<file path="config.mk">
export PLATFORM = sky130hd
export DESIGN_NAME = jstk_spi_responder_flat
export DESIGN_NICKNAME = d
export VERILOG_FILES = /design/src/rtl/jstk_spi_responder_if.sv /design/src/rtl/jstk_spi_responder.sv /design/src/flat_wrapper.sv
export SDC_FILE = /design/constraint.sdc
export NUM_CORES = 1
export LEC_CHECK = 0
export CORE_MARGIN = 3
export CORE_UTILIZATION = 45
export CTS_CLUSTER_SIZE = 25
export DETAILED_ROUTE_END_ITERATION = 7
export PLACE_DENSITY = 0.65
export SYNTH_ARGS = -nofsm -noshare
export SYNTH_HDL_FRONTEND = slang
export SYNTH_SLANG_ARGS = --single-unit
</file>
<file path="constraint.sdc">
create_clock -name clk50M -period 3.3 [get_ports clk50M]
set_clock_uncertainty 0.2 [all_clocks]
set_input_delay 0.495 -clock clk50M [delete_from_list [all_inputs] [get_ports clk50M]]
set_output_delay 0.495 -clock clk50M [all_outputs]
set_load 0.1 [all_outputs]
</file>
<file path="src/rtl/jstk_spi_responder_if.sv">
// jstk_spi_responder_if: SPI pins between the paddle master and the joystick responder
interface jstk_spi_responder_if;
  logic cs;
  logic sck;
  logic mosi;
  logic miso;
  modport master (output cs, sck, mosi, input miso);
  modport slave (input cs, sck, mosi, output miso);
endinterface

</file>
<file path="src/rtl/jstk_spi_responder.sv">
// jstk_spi_responder: PMOD JSTK joystick emulator answering the 5-byte paddle SPI frame
module jstk_spi_responder (
  input  logic                       clk50M,
  input  logic                       reset,
  jstk_spi_responder_if.slave        spi,
  input  logic [9:0]                 x_pos,
  input  logic [9:0]                 y_pos,
  input  logic [2:0]                 buttons,
  output logic [1:0]                 led,
  output logic                       frame_done,
  output logic [7:0]                 frame_count
);
  typedef enum logic [1:0] {IDLE, SHIFT, OVERRUN} state_t;
  state_t state_q, state_d;
  // [0],[1] synchronizer flops, [2] previous synchronized value for edge detect
  logic [2:0] cs_sync_q, cs_sync_d, sck_sync_q, sck_sync_d;
  logic [1:0] mosi_sync_q, mosi_sync_d;
  logic [39:0] tx_q, tx_d;
  logic [7:0] rx_q, rx_d, rx_next;
  logic [5:0] cnt_q, cnt_d;
  logic [1:0] led_q, led_d;
  logic done_q, done_d;
  logic [7:0] fcnt_q, fcnt_d;
  logic cs_fall, cs_rise, sck_rise, sck_fall, load, rise_sh, last;
  always_comb begin
    cs_sync_d = {cs_sync_q[1:0], spi.cs};
    sck_sync_d = {sck_sync_q[1:0], spi.sck};
    mosi_sync_d = {mosi_sync_q[0], spi.mosi};
    cs_fall = cs_sync_q[2] & ~cs_sync_q[1];
    cs_rise = ~cs_sync_q[2] & cs_sync_q[1];
    sck_rise = ~sck_sync_q[2] & sck_sync_q[1];
    sck_fall = sck_sync_q[2] & ~sck_sync_q[1];
    load = (state_q == IDLE) & cs_fall;
    rise_sh = (state_q == SHIFT) & sck_rise;
    last = rise_sh & (cnt_q == 6'd39);
  end
  always_ff @(posedge clk50M or negedge reset)
    if (!reset) state_q <= IDLE;
    else state_q <= state_d;
  always_comb
    state_d = cs_rise ? IDLE : load ? SHIFT : last ? OVERRUN : state_q;
  always_comb begin
    rx_next = {rx_q[6:0], mosi_sync_q[1]};
    tx_d = load ? {x_pos[7:0], 6'b0, x_pos[9:8], y_pos[7:0], 6'b0, y_pos[9:8], 5'b0, buttons}
         : ((state_q == SHIFT) & sck_fall) ? {tx_q[38:0], 1'b0} : tx_q;
    rx_d = load ? 8'd0 : rise_sh ? rx_next : rx_q;
    cnt_d = load ? 6'd0 : rise_sh ? cnt_q + 6'd1 : cnt_q;
    // only the first byte carries a command; 100000xx sets the LEDs
    led_d = (rise_sh & (cnt_q == 6'd7) & (rx_next[7:2] == 6'b100000)) ? rx_next[1:0] : led_q;
    done_d = last;
    fcnt_d = fcnt_q + {7'd0, last};
  end
  always_ff @(posedge clk50M or negedge reset)
    if (!reset) begin
      cs_sync_q <= 3'b111;
      sck_sync_q <= 3'b000;
      mosi_sync_q <= 2'b00;
      tx_q <= '0;
      rx_q <= '0;
      cnt_q <= '0;
      led_q <= '0;
      done_q <= 1'b0;
      fcnt_q <= '0;
    end else begin
      cs_sync_q <= cs_sync_d;
      sck_sync_q <= sck_sync_d;
      mosi_sync_q <= mosi_sync_d;
      tx_q <= tx_d;
      rx_q <= rx_d;
      cnt_q <= cnt_d;
      led_q <= led_d;
      done_q <= done_d;
      fcnt_q <= fcnt_d;
    end
  always_comb begin
    spi.miso = (state_q == SHIFT) & tx_q[39];
    led = led_q;
    frame_done = done_q;
    frame_count = fcnt_q;
  end
endmodule
</file>
<file path="src/flat_wrapper.sv">
// flat-port wrapper written by rule: the top's interface ports become plain ports
module jstk_spi_responder_flat 
  (clk50M, reset, x_pos, y_pos, buttons, led, frame_done, frame_count, spi_cs, spi_sck, spi_mosi, spi_miso);
  jstk_spi_responder_if spi_i ();
  input  logic clk50M;
  input  logic reset;
  input  logic [9:0] x_pos;
  input  logic [9:0] y_pos;
  input  logic [2:0] buttons;
  output logic [1:0] led;
  output logic frame_done;
  output logic [7:0] frame_count;
  input wire logic [$bits(spi_i.cs)-1:0] spi_cs;
  input wire logic [$bits(spi_i.sck)-1:0] spi_sck;
  input wire logic [$bits(spi_i.mosi)-1:0] spi_mosi;
  output wire logic [$bits(spi_i.miso)-1:0] spi_miso;
  assign spi_i.cs = spi_cs;
  assign spi_i.sck = spi_sck;
  assign spi_i.mosi = spi_mosi;
  assign spi_miso = spi_i.miso;
  jstk_spi_responder u_core (.clk50M(clk50M), .reset(reset), .spi(spi_i), .x_pos(x_pos), .y_pos(y_pos), .buttons(buttons), .led(led), .frame_done(frame_done), .frame_count(frame_count));
endmodule
</file>
==> results of run 1 <==
synth_stat cells, drive strengths merged:
library cell  count
a21o             20
a21oi             6
a221oi            1
a22o             43
a31o              1
and3              3
and4bb            1
buf              11
clkbuf            3
dfrtp            71
dfstp             3
ha                3
inv               4
mux2              3
mux2i             2
nand2            10
nand3             7
nand4             2
nand4bb           1
nor2              4
nor2b             1
nor3              1
nor4b             2
nor4bb            2
o21ai             4
o31ai             1
or3               2
or4               1
xnor2             6
xor2              1
metal layers:
layer | wire length, um | GRT usage
met5 | 0 | 0
met4 | 116 | 0.0935
met3 | 182 | 0.0361
met2 | 2380 | 0.221
met1 | 2690 | 0.225
through the flow:
step           worst slack (ns)   util  cell area (um^2)
3_5_place_dp               1.03  0.548              3360
5_1_grt                   0.867  0.584              3580
3_3_place_gp               1.10  0.548              3360
2_1_floorplan              1.16      -              2940
6_report                   1.02  0.584              3580
4_1_cts                    1.02  0.584              3580
sequential cells by signal, indices dropped and copies added, names as in the netlist:
register            cells
u_core.frame_count      8
u_core.cs_sync_q        3
u_core.state_q          2
u_core.sck_sync_q       3
u_core.tx_q            40
u_core.frame_done       1
u_core.mosi_sync_q      2
u_core.rx_q             7
u_core.led              2
u_core.cnt_q            6
critical path: cells and delay by family, from the launching register on:
kind,cells,cell delay (ns)
xor+xnor,1,0.14
buf+inv,1,0.11
fa+ha+maj,3,0.63
simple gates,3,0.71
flops,1,0.39
logic make-up (layout without fill, tap and decap cells):
logic type	Yosys count	count (layout)	synth area share
compound gates	76	76	0.205
xor+xnor	7	7	0.0209
fa+ha+maj	3	3	0.0128
buf+inv	18	63	0.0336
flops	74	74	0.632
mux	5	5	0.0183
simple gates	37	37	0.0779
worst min path at each step:
stage	from	end	slack (ns)
2_1_floorplan	reset	u_core.cnt_q[0]	-0.0006
5_1_grt	reset	u_core.tx_q[26]	0.08
6_report	reset	u_core.frame_count[7]	0.02
3_3_place_gp	u_core.mosi_sync_q[0]	u_core.mosi_sync_q[1]	0.13
3_5_place_dp	u_core.sck_sync_q[0]	u_core.sck_sync_q[1]	0.14
4_1_cts	reset	u_core.tx_q[26]	0.04
cell type report:
class | count | area [um^2] | share of cell area
multi-input cells | 128 | 998 | 0.279
well taps | 75 | 93.8 | 0.0262
clock inverters | 7 | 93.8 | 0.0262
flip-flops and latches | 74 | 1860 | 0.519
repair buffers | 43 | 398 | 0.111
clock buffers | 9 | 124 | 0.0346
inverters | 4 | 15.0 | 0.00420
report_power, final:
group          internal (mW)  switching (mW)
clock                  0.424           0.337
combinational          0.153           0.136
sequential              1.04          0.0848
placed cells by master (no fill, tap or decap), drive strengths merged, types with 2 or more instances in the layout:
cell type,count
mux2,3
a21oi,6
buf,17
ha,3
clkdlybuf4s50,26
bufinv,2
nand2,10
inv,4
mux2i,2
nand4,2
nand3,7
clkinvlp,2
nor4bb,2
and3,3
nor4b,2
xnor2,6
dfstp,3
clkbuf,9
dfrtp,71
clkinv,3
nor2,4
a22o,43
a21o,20
o21ai,4
or3,2
==> metrics.md, run 1 <==
| Metric | Value |
|---|---|
| Outcome | complete, no violations |
| Antenna violations before repair | 0 |
| DRC Markers | 0 |
| Worst Setup SP | u_core.cnt_q[0] |
| Drt total wl | 5370 um |
| Die width | 86.8 um |
| Core box area | 6130 um^2 |
| Clock root buffer | clkbuf_8 |
| Num rows | 28 |
| Number of synthesized register bits | 74 |
| # setup viols final | 0 |
| Top-area cell type share of the netlist area | 0.605 |
| Fillcell total | 503 |
| Number of max-cap violations | 0 |
| Post-DR vias/cell | 5.54 |
| Clock Sinks | 74 |
| Layout cell share with drive strength beyond 1 | 0.166 |
| Avg Cell Area, Syn | 13.4 um^2 |
| Netlist Area Pre-Place | 2940 um^2 |
| Post-DR wirelength/cell | 15.8 um |
| Synthesis warning total | 0 |
| Via count | 1883 |
| Post-DRT Antenna Nets | 0 |
| Final hold vios | 0 |
| CTS tree | built |
| CTS clk-pin slew, worst paths | 0.08 ns |
| RSZ-0062 raised after global routing | no |
| Power Total | 2.18 mW |
| Clock tree buffer depth | 2 |
| Achievable frequency | 438 MHz |
| P_leak | 1.77 nW |
| Post-CTS Hold Buffers | 0 |
| Setup TNS | 0 ns |
| Synthesized netlist cell count | 220 |
| Worst Hold Class | input port to async pin |
| Hold WS | 0.0193 ns |
| Resize count post-CTS | 0 |
| Final clock period utilization by the worst path | 0.692 |
| Crit. End Element | flop |
| Largest cells by area after synthesis | dfrtp_1 60%, a22o_1 13%, a21o_1 5.1% |
| Worst Setup EP | u_core.frame_count[6] |
| # Post-CTS Setup Buffers | 0 |
| Area Growth Syn to Fin | 21.8% |
| Fin cells | 340 |
| Cell Chain, Critical Path | ha_1, nor4bb_1, nand3_1, inv_1, ha_1, ha_1, nand3_1, xnor2_1 |
| Max-slew violations | 0 |
| Crit path largest cell delay | 0.39 ns |
| Worst r2r dst | u_core.frame_count[6] |
| Critical path type | flop to flop |
| Total global-route track usage | 0.158 |
| VDD IR max | 0.000320 V |
| Post-Place Cells | 324 |
| Initial Util | 0.479 |
| Crit Reg-Reg Startpoint | u_core.cnt_q[0] |
| Sequential area share after synthesis | 0.632 |
| Power density cells | 609 nW/um^2 |
| Period minus WS final | 2.28 ns |
| Slew @ Worst Pin | 0.769 ns |
| Vias in the first global route | 1906 |
| Distinct cell type count after synthesis | 35 |
| Worst Path Arrival | 2.31 ns |
| DP Wirelength | 3370 um |
| DRT Pass-1 Iters | 4 |
| Syn_nets | 251 |
| CP Launch Type | flop |
| First-pass GRT wire length | 9110 um |
| Slowest-stage cell, CP | dfrtp_1 |
| Die Span Y | 86.8 um |
| Relative slew slack | 0.487 |
| CTS Buf Count | 9 |
| IO Pins | 40 |
| H-Tree Level Count | 3 |
| CP Data Required Time | 3.33 ns |
| CP Max Fanout | 4 |
| GPL Wtd Cong | 0.758 |
| Most area-hungry cell type in the Yosys netlist | dfrtp_1 |
| Total grt overflow | 0 |
| Die area | 7530 um^2 |
| Starting DRT DRC Count | 113 |
| PortBufs | 39 |
| Reg2Reg Setup Slack | 1.02 ns |
| Largest net degree at the start of global routing | 43 |
| # diodes | 0 |
| Final Net Count | 291 |
| Critical path's most frequent cell | ha_1 |
| Worst skew pair latency | 0.34 ns |
| Worst r2r path cells | 8 |
No activity file was read; power rests on OpenSTA's default activity.
==> run 2, diff against run 1 <==
--- a/config.mk
+++ b/config.mk
@@ -9,7 +9,7 @@
 export CORE_UTILIZATION = 45
 export CTS_CLUSTER_SIZE = 25
 export DETAILED_ROUTE_END_ITERATION = 7
-export PLACE_DENSITY = 0.65
+export PLACE_DENSITY = 0.67
 export SYNTH_ARGS = -nofsm -noshare
 export SYNTH_HDL_FRONTEND = slang
 export SYNTH_SLANG_ARGS = --single-unit
==> constraint.sdc (replaced) <==
create_clock -name clk50M -period 2 [get_ports clk50M]
set_clock_uncertainty 0.2 [all_clocks]
set_input_delay 0.3 -clock clk50M [delete_from_list [all_inputs] [get_ports clk50M]]
set_output_delay 0.3 -clock clk50M [all_outputs]
set_load 0.1 [all_outputs]
==> run 2 against run 1 <==
Via count stayed put; worst hold slack improved by 0.13 ns; largest power group unchanged; design area rose by 6.5%; power is 54% higher; flip-flop and latch count unchanged; die area stayed put; setup slack lost 0.85 ns; non-clock buffer count rose by 10; count of clock-buffer cells in the layout rose by 4; sequential power is 65% higher; fmax up 25%; core utilization rose by 3.8 points.
==> metrics.md, run 2 (synthesis results as in run 1) <==
| Metric | Value |
|---|---|
| Outcome | complete, no violations |
| Core box area | 6130 um^2 (unchanged) |
| DRC Markers | 0 (unchanged) |
| # diodes | 0 (unchanged) |
| Worst Setup SP | u_core.state_q[1] |
| Worst Path Arrival | 1.86 ns (-0.45 ns) |
| Max FFs per register | 40 (unchanged) |
| H-Tree Level Count | 3 (unchanged) |
| Final Util | 0.621 (+0.0378) |
| CTS clk-pin slew, worst paths | 0.07 ns (about the same) |
| Final hold vios | 0 (unchanged) |
| Fin cells | 350 (+2.9%) |
| Achievable frequency | 546 MHz (+25%) |
| Clock root buffer | clkbuf_8 |
| Final Net Count | 301 (+3.4%) |
| Total grt overflow | 0 (unchanged) |
| Worst slack, placed | 0.0632 ns (-0.965 ns) |
| Cell family with most CP delay | simple AND/OR/NAND/NOR gates |
| Post-DR vias/cell | 5.38 (-2.9%) |
| Post-DR wirelength/cell | 14.6 um (-7.5%) |
| P_leak | 1.83 nW (+3.5%) |
| Total global-route track usage | 0.153 (-0.00501) |
| Critical path type | flop to flop |
| Hold WS | 0.152 ns (+0.133 ns) |
| Final clock period utilization by the worst path | 0.916 (+0.224) |
| CP Launch Type | flop |
| DRT Pass-1 Iters | 4 (unchanged) |
| PortBufs | 39 (unchanged) |
| Largest Register | u_core.tx_q |
| Crit. End Element | flop |
| Power density cells | 882 nW/um^2 (+45%) |
| Cell Chain, Critical Path | and4bb_2, nand3_2, inv_2, ha_4, and3_1, nand3_1, xnor2_1 |
| Post-Place Cells | 333 (+2.8%) |
| Initial Util | 0.479 (unchanged) |
| Period minus WS final | 1.83 ns (-0.451 ns) |
| Die width | 86.8 um (unchanged) |
| Area Growth Syn to Fin | 29.7% |
| Die area | 7530 um^2 (unchanged) |
| Antenna violations before repair | 0 (unchanged) |
| VDD IR max | 0.000615 V (+92%) |
| RSZ-0062 raised after global routing | no |
| Worst Hold Class | flop to flop |
| GPL Wtd Cong | 0.739 (-2.6%) |
| CP Data Required Time | 2.02 ns (-1.31 ns) |
| Vias in the first global route | 1887 (-1.0%) |
| Layout cell share with drive strength beyond 1 | 0.200 (+0.0340) |
| Final worst slack | 0.167 ns (-0.849 ns) |
| Clock tree buffer depth | 2 (unchanged) |
| CP bufs+invs | 1 (unchanged) |
| Die Span Y | 86.8 um (unchanged) |
| Starting DRT DRC Count | 130 (+15%) |
| Crit path largest cell delay | 0.46 ns (+0.07 ns) |
| DP Wirelength | 3340 um (-1.0%) |
| Worst skew pair latency | 0.34 ns (about the same) |
| Setup TNS | 0 ns (unchanged) |
| Dpl cell area | 3620 um^2 (+7.8%) |
| Commonest non-fill, non-tap cells in the layout | 71 x dfrtp_1, 43 x a22o_1, 26 x clkdlybuf4s50_1, 20 x a21o_1, 14 x buf_12 |
| Power Total | 3.36 mW (+54%) |
| Slowest-stage cell, CP | dfrtp_1 |
| Num rows | 28 (unchanged) |
| CTS Buf Count | 9 (unchanged) |
| Worst hold start | u_core.sck_sync_q[0] |
| Via count | 1883 (unchanged) |
| Slew @ Worst Pin | 0.384 ns (-0.385 ns) |
| Relative slew slack | 0.744 (+0.257) |
| # Post-CTS Setup Buffers | 0 (unchanged) |
| Number of max-cap violations | 0 (unchanged) |
| First-pass GRT wire length | 8900 um (-2.3%) |
| Post-DRT Antenna Nets | 0 (unchanged) |
| Crit Reg-Reg Startpoint | u_core.state_q[1] |
| Clock Sinks | 74 (unchanged) |
| Largest net degree at the start of global routing | 75 (+74%) |
| Drt total wl | 5110 um (-4.8%) |
| IO Pins | 40 (unchanged) |
| CTS tree | built |
| CP Max Fanout | 5 (+1) |
| Final Cell Area | 3810 um^2 (+6.5%) |
| Commonest non-fill, non-tap cell in the layout | dfrtp_1 |
| Max-slew violations | 0 (unchanged) |
| # setup viols final | 0 (unchanged) |
[run 2: cell count changes in the layout (fill, tap and decap cells not counted), moves of 2 or more]
cell / delta
buf_12: +13
buf_4: -4
clkbuf_1: +3
bufinv_16: -2
clkinvlp_4: -2
ha_1: -2
ha_4: +2
[run 2: metal layers]
layer	track usage	up-vias	part of all wire
met2	0.233	34	0.48
met3	0.0589	8	0.045
met4	0.0467	0	0.014
met5	0	-	0
li1	-	915	-
met1	0.204	926	0.46
[run 2: repair_timing]
action | CTS | global route
resized for setup | 0 | 2
hold buffers | 1 | 0
hold endpoints to repair | 71 | 0
setup endpoints to repair | 0 | 4
[run 2: final cells by class]
class	count	area, um^2
multi-input cells	128	1040
clock inverters	3	15.0
repair buffers	53	638
clock buffers	13	149
fillers	473	2320
flip-flops and latches	74	1860
well taps	75	93.8
inverters	4	15.0
[run 2: report_power, final]
part           internal, mW  leakage, nW  switching, mW
clock                 0.479       0.0872          0.487
sequential             1.72        0.972          0.138
combinational         0.298        0.768          0.236
total                  2.50         1.83          0.862
[run 2: worst paths after layout]
check | to | slack, ns | depth (start not counted)
max in group asynchronous | u_core.cs_sync_q[2] | 0.94 | 3
worst min register to register | u_core.sck_sync_q[1] | 0.15 | 0
worst min-delay path | u_core.sck_sync_q[1] | 0.15 | 0
min in group asynchronous | u_core.rx_q[1] | 0.30 | 3
worst max register to register | u_core.frame_count[7] | 0.17 | 7
worst max-delay path | u_core.frame_count[7] | 0.17 | 7
